File: config.mk
export PLATFORM = sky130hd
export DESIGN_NAME = ex_muldiv_unit
export DESIGN_NICKNAME = d
export VERILOG_FILES = /design/src/rtl/ex_muldiv_unit_pkg.sv /design/src/rtl/ex_muldiv_unit_serial_divider.sv /design/src/rtl/ex_muldiv_unit.sv
export SDC_FILE = /design/constraint.sdc
export NUM_CORES = 2
export LEC_CHECK = 0
export CAP_MARGIN = 0
export CORE_MARGIN = 2
export CORE_UTILIZATION = 55
export CTS_CLUSTER_SIZE = 20
export DETAILED_ROUTE_END_ITERATION = 8
export GPL_TIMING_DRIVEN = 0
export PLACE_DENSITY_LB_ADDON = 0.2
export SLEW_MARGIN = 20
export SYNTH_ARGS = -nofsm -noshare
export SYNTH_HDL_FRONTEND = slang
export SYNTH_HIERARCHICAL = 1
export SYNTH_SLANG_ARGS = --single-unit
export TNS_END_PERCENT = 50
File: constraint.sdc
create_clock -name clk -period 10.85 [get_ports clk]
set_clock_uncertainty 0.05 [all_clocks]
set_input_delay 2.17 -clock clk [delete_from_list [all_inputs] [get_ports clk]]
set_output_delay 2.17 -clock clk [all_outputs]
set_load 0.02 [all_outputs]
File: src/rtl/ex_muldiv_unit_pkg.sv
// Shared types and constants for the execute-stage multiply/divide unit.
package ex_muldiv_unit_pkg;

    localparam int unsigned XLEN              = 32;
    localparam int unsigned MULDIV_DIV_CYCLES = XLEN;
    localparam int unsigned CNT_W             = $clog2(MULDIV_DIV_CYCLES);

    typedef enum logic [2:0] {
        OP_MUL    = 3'b000,
        OP_MULH   = 3'b001,
        OP_MULHSU = 3'b010,
        OP_MULHU  = 3'b011,
        OP_DIV    = 3'b100,
        OP_DIVU   = 3'b101,
        OP_REM    = 3'b110,
        OP_REMU   = 3'b111
    } muldiv_op_e;

    typedef enum logic [1:0] {
        IDLE = 2'd0,
        MUL  = 2'd1,
        DIV  = 2'd2,
        DONE = 2'd3
    } muldiv_state_e;

    typedef struct packed {
        muldiv_op_e      op;
        logic [XLEN-1:0] rs1;
        logic [XLEN-1:0] rs2;
    } muldiv_req_t;

    // Two's-complement negate when neg is set.
    function automatic logic [XLEN-1:0] cond_neg(input logic [XLEN-1:0] v, input logic neg);
        return neg ? (~v + XLEN'(1)) : v;
    endfunction

endpackage

File: src/rtl/ex_muldiv_unit_serial_divider.sv
// Unsigned radix-2 restoring divider; one quotient bit per cycle for XLEN cycles.
module serial_divider
    import ex_muldiv_unit_pkg::*;
(
    input  logic            clk,
    input  logic            rst_n,
    input  logic            abort,
    input  logic            start,
    input  logic [XLEN-1:0] dividend,
    input  logic [XLEN-1:0] divisor,
    output logic [XLEN-1:0] quotient_c,
    output logic [XLEN-1:0] remainder_c,
    output logic            valid_c
);

    logic [XLEN-1:0]  quo_q;
    logic [XLEN-1:0]  rem_q;
    logic [XLEN-1:0]  dvs_q;
    logic [CNT_W-1:0] cnt_q;
    logic             busy_q;

    logic [XLEN:0]    shifted;
    logic [XLEN:0]    diff;
    logic             ge;
    logic [XLEN-1:0]  quo_step;
    logic [XLEN-1:0]  rem_step;

    // Current restoring step; exposed so the caller can use the final step directly.
    always_comb begin
        shifted  = {rem_q, quo_q[XLEN-1]};
        diff     = shifted - {1'b0, dvs_q};
        ge       = ~diff[XLEN];
        rem_step = ge ? diff[XLEN-1:0] : shifted[XLEN-1:0];
        quo_step = {quo_q[XLEN-2:0], ge};
    end

    assign quotient_c  = quo_step;
    assign remainder_c = rem_step;
    assign valid_c     = busy_q && (cnt_q == CNT_W'(MULDIV_DIV_CYCLES - 1));

    always_ff @(posedge clk) begin
        if (!rst_n) begin
            quo_q  <= '0;
            rem_q  <= '0;
            dvs_q  <= '0;
            cnt_q  <= '0;
            busy_q <= 1'b0;
        end else if (abort) begin
            cnt_q  <= '0;
            busy_q <= 1'b0;
        end else if (start) begin
            quo_q  <= dividend;
            rem_q  <= '0;
            dvs_q  <= divisor;
            cnt_q  <= '0;
            busy_q <= 1'b1;
        end else if (busy_q) begin
            quo_q  <= quo_step;
            rem_q  <= rem_step;
            cnt_q  <= valid_c ? '0 : cnt_q + CNT_W'(1);
            busy_q <= ~valid_c;
        end
    end

endmodule

File: src/rtl/ex_muldiv_unit.sv
// RV32 M-extension execute unit: 2-cycle multiplier, iterative divider, pipeline stall.
module ex_muldiv_unit
    import ex_muldiv_unit_pkg::*;
(
    input  logic            clk,
    input  logic            rst_n,
    input  logic            flush_i,
    input  logic            start_i,
    input  logic [2:0]      op_i,
    input  logic [XLEN-1:0] rs1_i,
    input  logic [XLEN-1:0] rs2_i,
    output logic            stall_o,
    output logic            done_o,
    output logic [XLEN-1:0] result_o
);

    muldiv_state_e   state_q, state_n;
    muldiv_req_t     req_q, req_in;
    logic [XLEN-1:0] result_n;
    logic            done_n;
    logic            capture;
    logic            div_start;

    logic            in_signed, in_rem, in_div0, in_ovf;
    logic [XLEN-1:0] special_res;
    logic [XLEN-1:0] dvd_abs, dvs_abs;

    logic            a_s, b_s;
    logic [2*XLEN-1:0] a_w, b_w, prod;
    logic [XLEN-1:0] mul_res;

    logic [XLEN-1:0] quo_c, rem_c;
    logic            div_valid_c;
    logic            q_neg, r_neg;
    logic [XLEN-1:0] div_res;

    // Decode of the incoming instruction: special cases and divider magnitudes.
    always_comb begin
        req_in      = '{op: muldiv_op_e'(op_i), rs1: rs1_i, rs2: rs2_i};
        in_signed   = ~op_i[0];
        in_rem      = op_i[1];
        in_div0     = (rs2_i == '0);
        in_ovf      = in_signed && (rs1_i == {1'b1, {(XLEN-1){1'b0}}}) && (rs2_i == '1);
        if (in_div0)
            special_res = in_rem ? rs1_i : '1;
        else
            special_res = in_rem ? '0 : rs1_i;
        dvd_abs     = cond_neg(rs1_i, in_signed & rs1_i[XLEN-1]);
        dvs_abs     = cond_neg(rs2_i, in_signed & rs2_i[XLEN-1]);
    end

    // Multiplier on captured operands; 2*XLEN extension keeps every signedness mix exact.
    always_comb begin
        a_s     = ((req_q.op == OP_MULH) || (req_q.op == OP_MULHSU)) & req_q.rs1[XLEN-1];
        b_s     = (req_q.op == OP_MULH) & req_q.rs2[XLEN-1];
        a_w     = {{XLEN{a_s}}, req_q.rs1};
        b_w     = {{XLEN{b_s}}, req_q.rs2};
        prod    = a_w * b_w;
        mul_res = (req_q.op == OP_MUL) ? prod[XLEN-1:0] : prod[2*XLEN-1:XLEN];
    end

    serial_divider u_div (
        .clk         (clk),
        .rst_n       (rst_n),
        .abort       (flush_i),
        .start       (div_start),
        .dividend    (dvd_abs),
        .divisor     (dvs_abs),
        .quotient_c  (quo_c),
        .remainder_c (rem_c),
        .valid_c     (div_valid_c)
    );

    // Sign fix: quotient negative iff signs differ, remainder follows the dividend.
    always_comb begin
        q_neg   = ~req_q.op[0] & (req_q.rs1[XLEN-1] ^ req_q.rs2[XLEN-1]);
        r_neg   = ~req_q.op[0] & req_q.rs1[XLEN-1];
        div_res = req_q.op[1] ? cond_neg(rem_c, r_neg) : cond_neg(quo_c, q_neg);
    end

    always_comb begin
        state_n   = state_q;
        result_n  = result_o;
        done_n    = 1'b0;
        capture   = 1'b0;
        div_start = 1'b0;
        stall_o   = 1'b0;
        if (flush_i) begin
            state_n = IDLE;
        end else begin
            case (state_q)
                IDLE: begin
                    if (start_i) begin
                        stall_o = 1'b1;
                        capture = 1'b1;
                        if (!op_i[2]) begin
                            state_n = MUL;
                        end else if (in_div0 || in_ovf) begin
                            state_n  = DONE;
                            result_n = special_res;
                            done_n   = 1'b1;
                        end else begin
                            state_n   = DIV;
                            div_start = 1'b1;
                        end
                    end
                end
                MUL: begin
                    stall_o  = 1'b1;
                    result_n = mul_res;
                    done_n   = 1'b1;
                    state_n  = DONE;
                end
                DIV: begin
                    stall_o = 1'b1;
                    if (div_valid_c) begin
                        result_n = div_res;
                        done_n   = 1'b1;
                        state_n  = DONE;
                    end
                end
                DONE: state_n = IDLE;
                default: state_n = IDLE;
            endcase
        end
    end

    always_ff @(posedge clk) begin
        if (!rst_n) begin
            state_q  <= IDLE;
            req_q    <= '0;
            result_o <= '0;
            done_o   <= 1'b0;
        end else begin
            state_q  <= state_n;
            result_o <= result_n;
            done_o   <= done_n;
            if (capture)
                req_q <= req_in;
        end
    end

endmodule

==> reports/metrics.yaml <==
cts_sinks: 204
placed_cells: 7437
numCtsBuffers: 23
clk_pin_slew_worst_paths_ns: 0.07
syn_area_per_cell_um2: 8.57
yosysSeqAreaShare: 0.0783
clockBufferDepth: 3
hpwl_um: 185000
fp.dieW_um: 312
postPlaceCellArea_um2: 54700
timing.final.max_slew_violations: 0
fin_area_um2: 55700
worst_pin_slew_ns: 1.36
core-area_um2: 93600
synth_fp_nets: 7541
cts_max_level: 1
yosysUniqueCellTypes: 90
rsz0062_at_grt: "no"
start_kind: "register"
netlist_area_um2: 52200
detail_route.wl_per_cell_um: 29.8
slew_headroom: 0.0940
finalCriticalPeriod_ns: 10.78
drc: 0
status: "finished, final reports clean"
antenna_found_initial: 26
synth_seq_cells: 204
leakage_nw: 25.4
grt_pass1_wl_um: 323000
cts_tree: "done"
multi_input_area_um2: 41800
hold_class: "register to register"
grt_use_total: 0.465
finalHoldViolCount: 0
fmax_mhz: 92.8
fin_nets: 7666
grt_overflow_total: 0
first_pass_iters: 6
cts_hold_buf: 0
ys.flop_type: "dfxtp_1"
die_h_um: 312
arrival_ns: 11.12
port_buffers: 95
async_flop_share: 0
wirelength_um: 223000
power_density_nw_per_um2: 61.5
regArea_um2: 4080
via_per_inst: 6.02
cp_max_fo: 10
insertion_delay_ns: 0.56
vias: 45200
cp-end-kind: "register"
final_core_utilization: 0.595
worst_ep_required_time_ns: 11.19
detail-route-antenna-nets: 0
period_share: 0.993
setup_viol: 0
clockRootBuffer: "clkbuf_16"
yosys_warnings: 6
initial_utilization: 0.557
grt_max_degree: 15
grt_pass1_vias: 46500
irDropWorstVdd_mv: 0.126
gp_congestion: 1.08
hold_ws_ns: 0.413
io_pins: 105
fillerInstances: 8754
instances_no_fill: 7498
synth-edff-count: 0
drt_iter0_markers: 5172
path_class: "register to register"
die_area_um2: 97400
drive_gt1_frac: 0.0297
area_growth_pct: 6.72
synth_cells: 6087
drv_cap: 0
rows: 112
routing by layer:
layer,part of all wire,wire [um],up-vias,GRT usage
met4,0.10,22700,20,0.362
li1,-,-,18700,-
met5,0.00066,147,-,0
met1,0.35,77900,22500,0.560
met2,0.43,95800,3034,0.702
met3,0.12,26800,842,0.138
worst paths after layout:
path	startpoint	endpoint	slack [ns]	depth (start not counted)
setup / recovery	a_w[11]	result_o[28]	0.07	26
hold / removal	u_div/dvs_q[25]	u_div/dvs_q[25]	0.41	2
setup reg to reg	a_w[11]	result_o[28]	0.07	26
hold reg to reg	u_div/dvs_q[25]	u_div/dvs_q[25]	0.41	2
critical path, stage by stage (launching register included):
cell,delay [ns]
dfxtp_1,0.88
clkbuf_1,0.93
nand2_1,0.57
fa_1,0.68
inv_1,0.05
fa_1,0.62
fa_1,0.48
fa_1,0.55
inv_1,0.05
fa_1,0.52
fa_1,0.45
fa_1,0.50
inv_1,0.05
fa_1,0.62
ha_1,0.37
clkbuf_1,0.30
a21oi_1,0.11
o21ai_0,0.23
a21oi_1,0.13
or4_1,0.50
nor3_1,0.19
or3_1,0.26
a41oi_1,0.42
o21ai_2,0.38
mux2_2,0.37
o32ai_1,0.20
o21ai_0,0.12
synthesized netlist by cell type (all sizes together) (35+ instances only):
cell / number / share of area
o21ai: 122 / 0.012
fa: 1126 / 0.43
nand2: 1080 / 0.078
dfxtp: 204 / 0.078
nor3: 52 / 0.0050
a21boi: 35 / 0.0050
a21o: 51 / 0.0073
buf: 56 / 0.0072
nor2: 157 / 0.011
clkbuf: 334 / 0.024
xnor2: 126 / 0.021
ha: 257 / 0.062
inv: 1247 / 0.090
a21oi: 242 / 0.023
and2: 323 / 0.039
mux2i: 39 / 0.0075
xor2: 93 / 0.016
placed cells by master, fill, tap and decap left out, drive strengths merged, types with 26 or more instances in the layout:
master / Yosys / final
inv: 1247 / 1247
fa: 1126 / 1126
nand2: 1080 / 1080
clkbuf: 334 / 359
and2: 323 / 323
ha: 257 / 257
a21oi: 242 / 242
dfxtp: 204 / 204
nor2: 157 / 157
xnor2: 126 / 126
o21ai: 122 / 122
clkdlybuf4s50: 0 / 95
xor2: 93 / 93
buf: 56 / 62
nor3: 52 / 52
a21o: 51 / 51
mux2i: 39 / 39
a21boi: 35 / 35
nand4: 34 / 34
o211a: 34 / 34
nand3: 32 / 32
o31ai: 31 / 31
a22o: 26 / 26
registers in the layout, summed over array words and instances (netlist names):
signal,cells
u_div/rem_q,32
req_q,3
done_o,1
a_w,32
state_q,2
u_div/busy_q,1
b_w,32
u_div/quo_q,32
result_o,32
u_div/cnt_q,5
u_div/dvs_q,32
metrics by stage:
step / setup WS [ns] / power [mW] / TNS, ns
2_1_floorplan: 2.25 / 1.77 / 0
3_3_place_gp: -1.19 / 2.48 / -7.26
3_5_place_dp: -1.04 / 2.48 / -5.86
4_1_cts: 0.0199 / 3.35 / 0
5_1_grt: 0.0132 / 3.53 / 0
6_report: 0.0718 / 3.42 / 0
logic make-up (layout without fill, tap and decap cells):
kind of cell | after synthesis | in the layout | synth area share
AND/OR/NAND/NOR | 1821 | 1821 | 0.159
buffers and inverters | 1638 | 1779 | 0.121
AO/OA/AOI/OAI | 756 | 756 | 0.0969
flip-flops | 204 | 204 | 0.0783
adder cells (fa/ha/maj) | 1386 | 1386 | 0.494
multiplexers | 63 | 63 | 0.0140
XOR/XNOR | 219 | 219 | 0.0371
other | 0 | 16 | 0
timing repair:
item | CTS | global route
resized for setup | 7 | 13
pin swaps | 0 | 1
endpoints found under the hold margin | 0 | 0
setup endpoints to repair | 14 | 12
buffers inserted | 5 | 0
power breakdown:
part           total (mW)  switching [mW]  internal, mW
Sequential          0.831          0.0552         0.776
Clock               0.861           0.358         0.504
Combinational        1.73            1.20         0.530
area by class of cell:
class	count	area share
Antenna cell	16	0.000719
Clock inverter	15	0.00377
Tap cell	1254	0.0282
Inverter	1248	0.0843
Sequential cell	204	0.0733
Multi-Input combinational cell	4245	0.751
Timing Repair Buffer	101	0.0182
Clock buffer	26	0.0109
Buffer	389	0.0297
(Power assumes the default switching activity.)
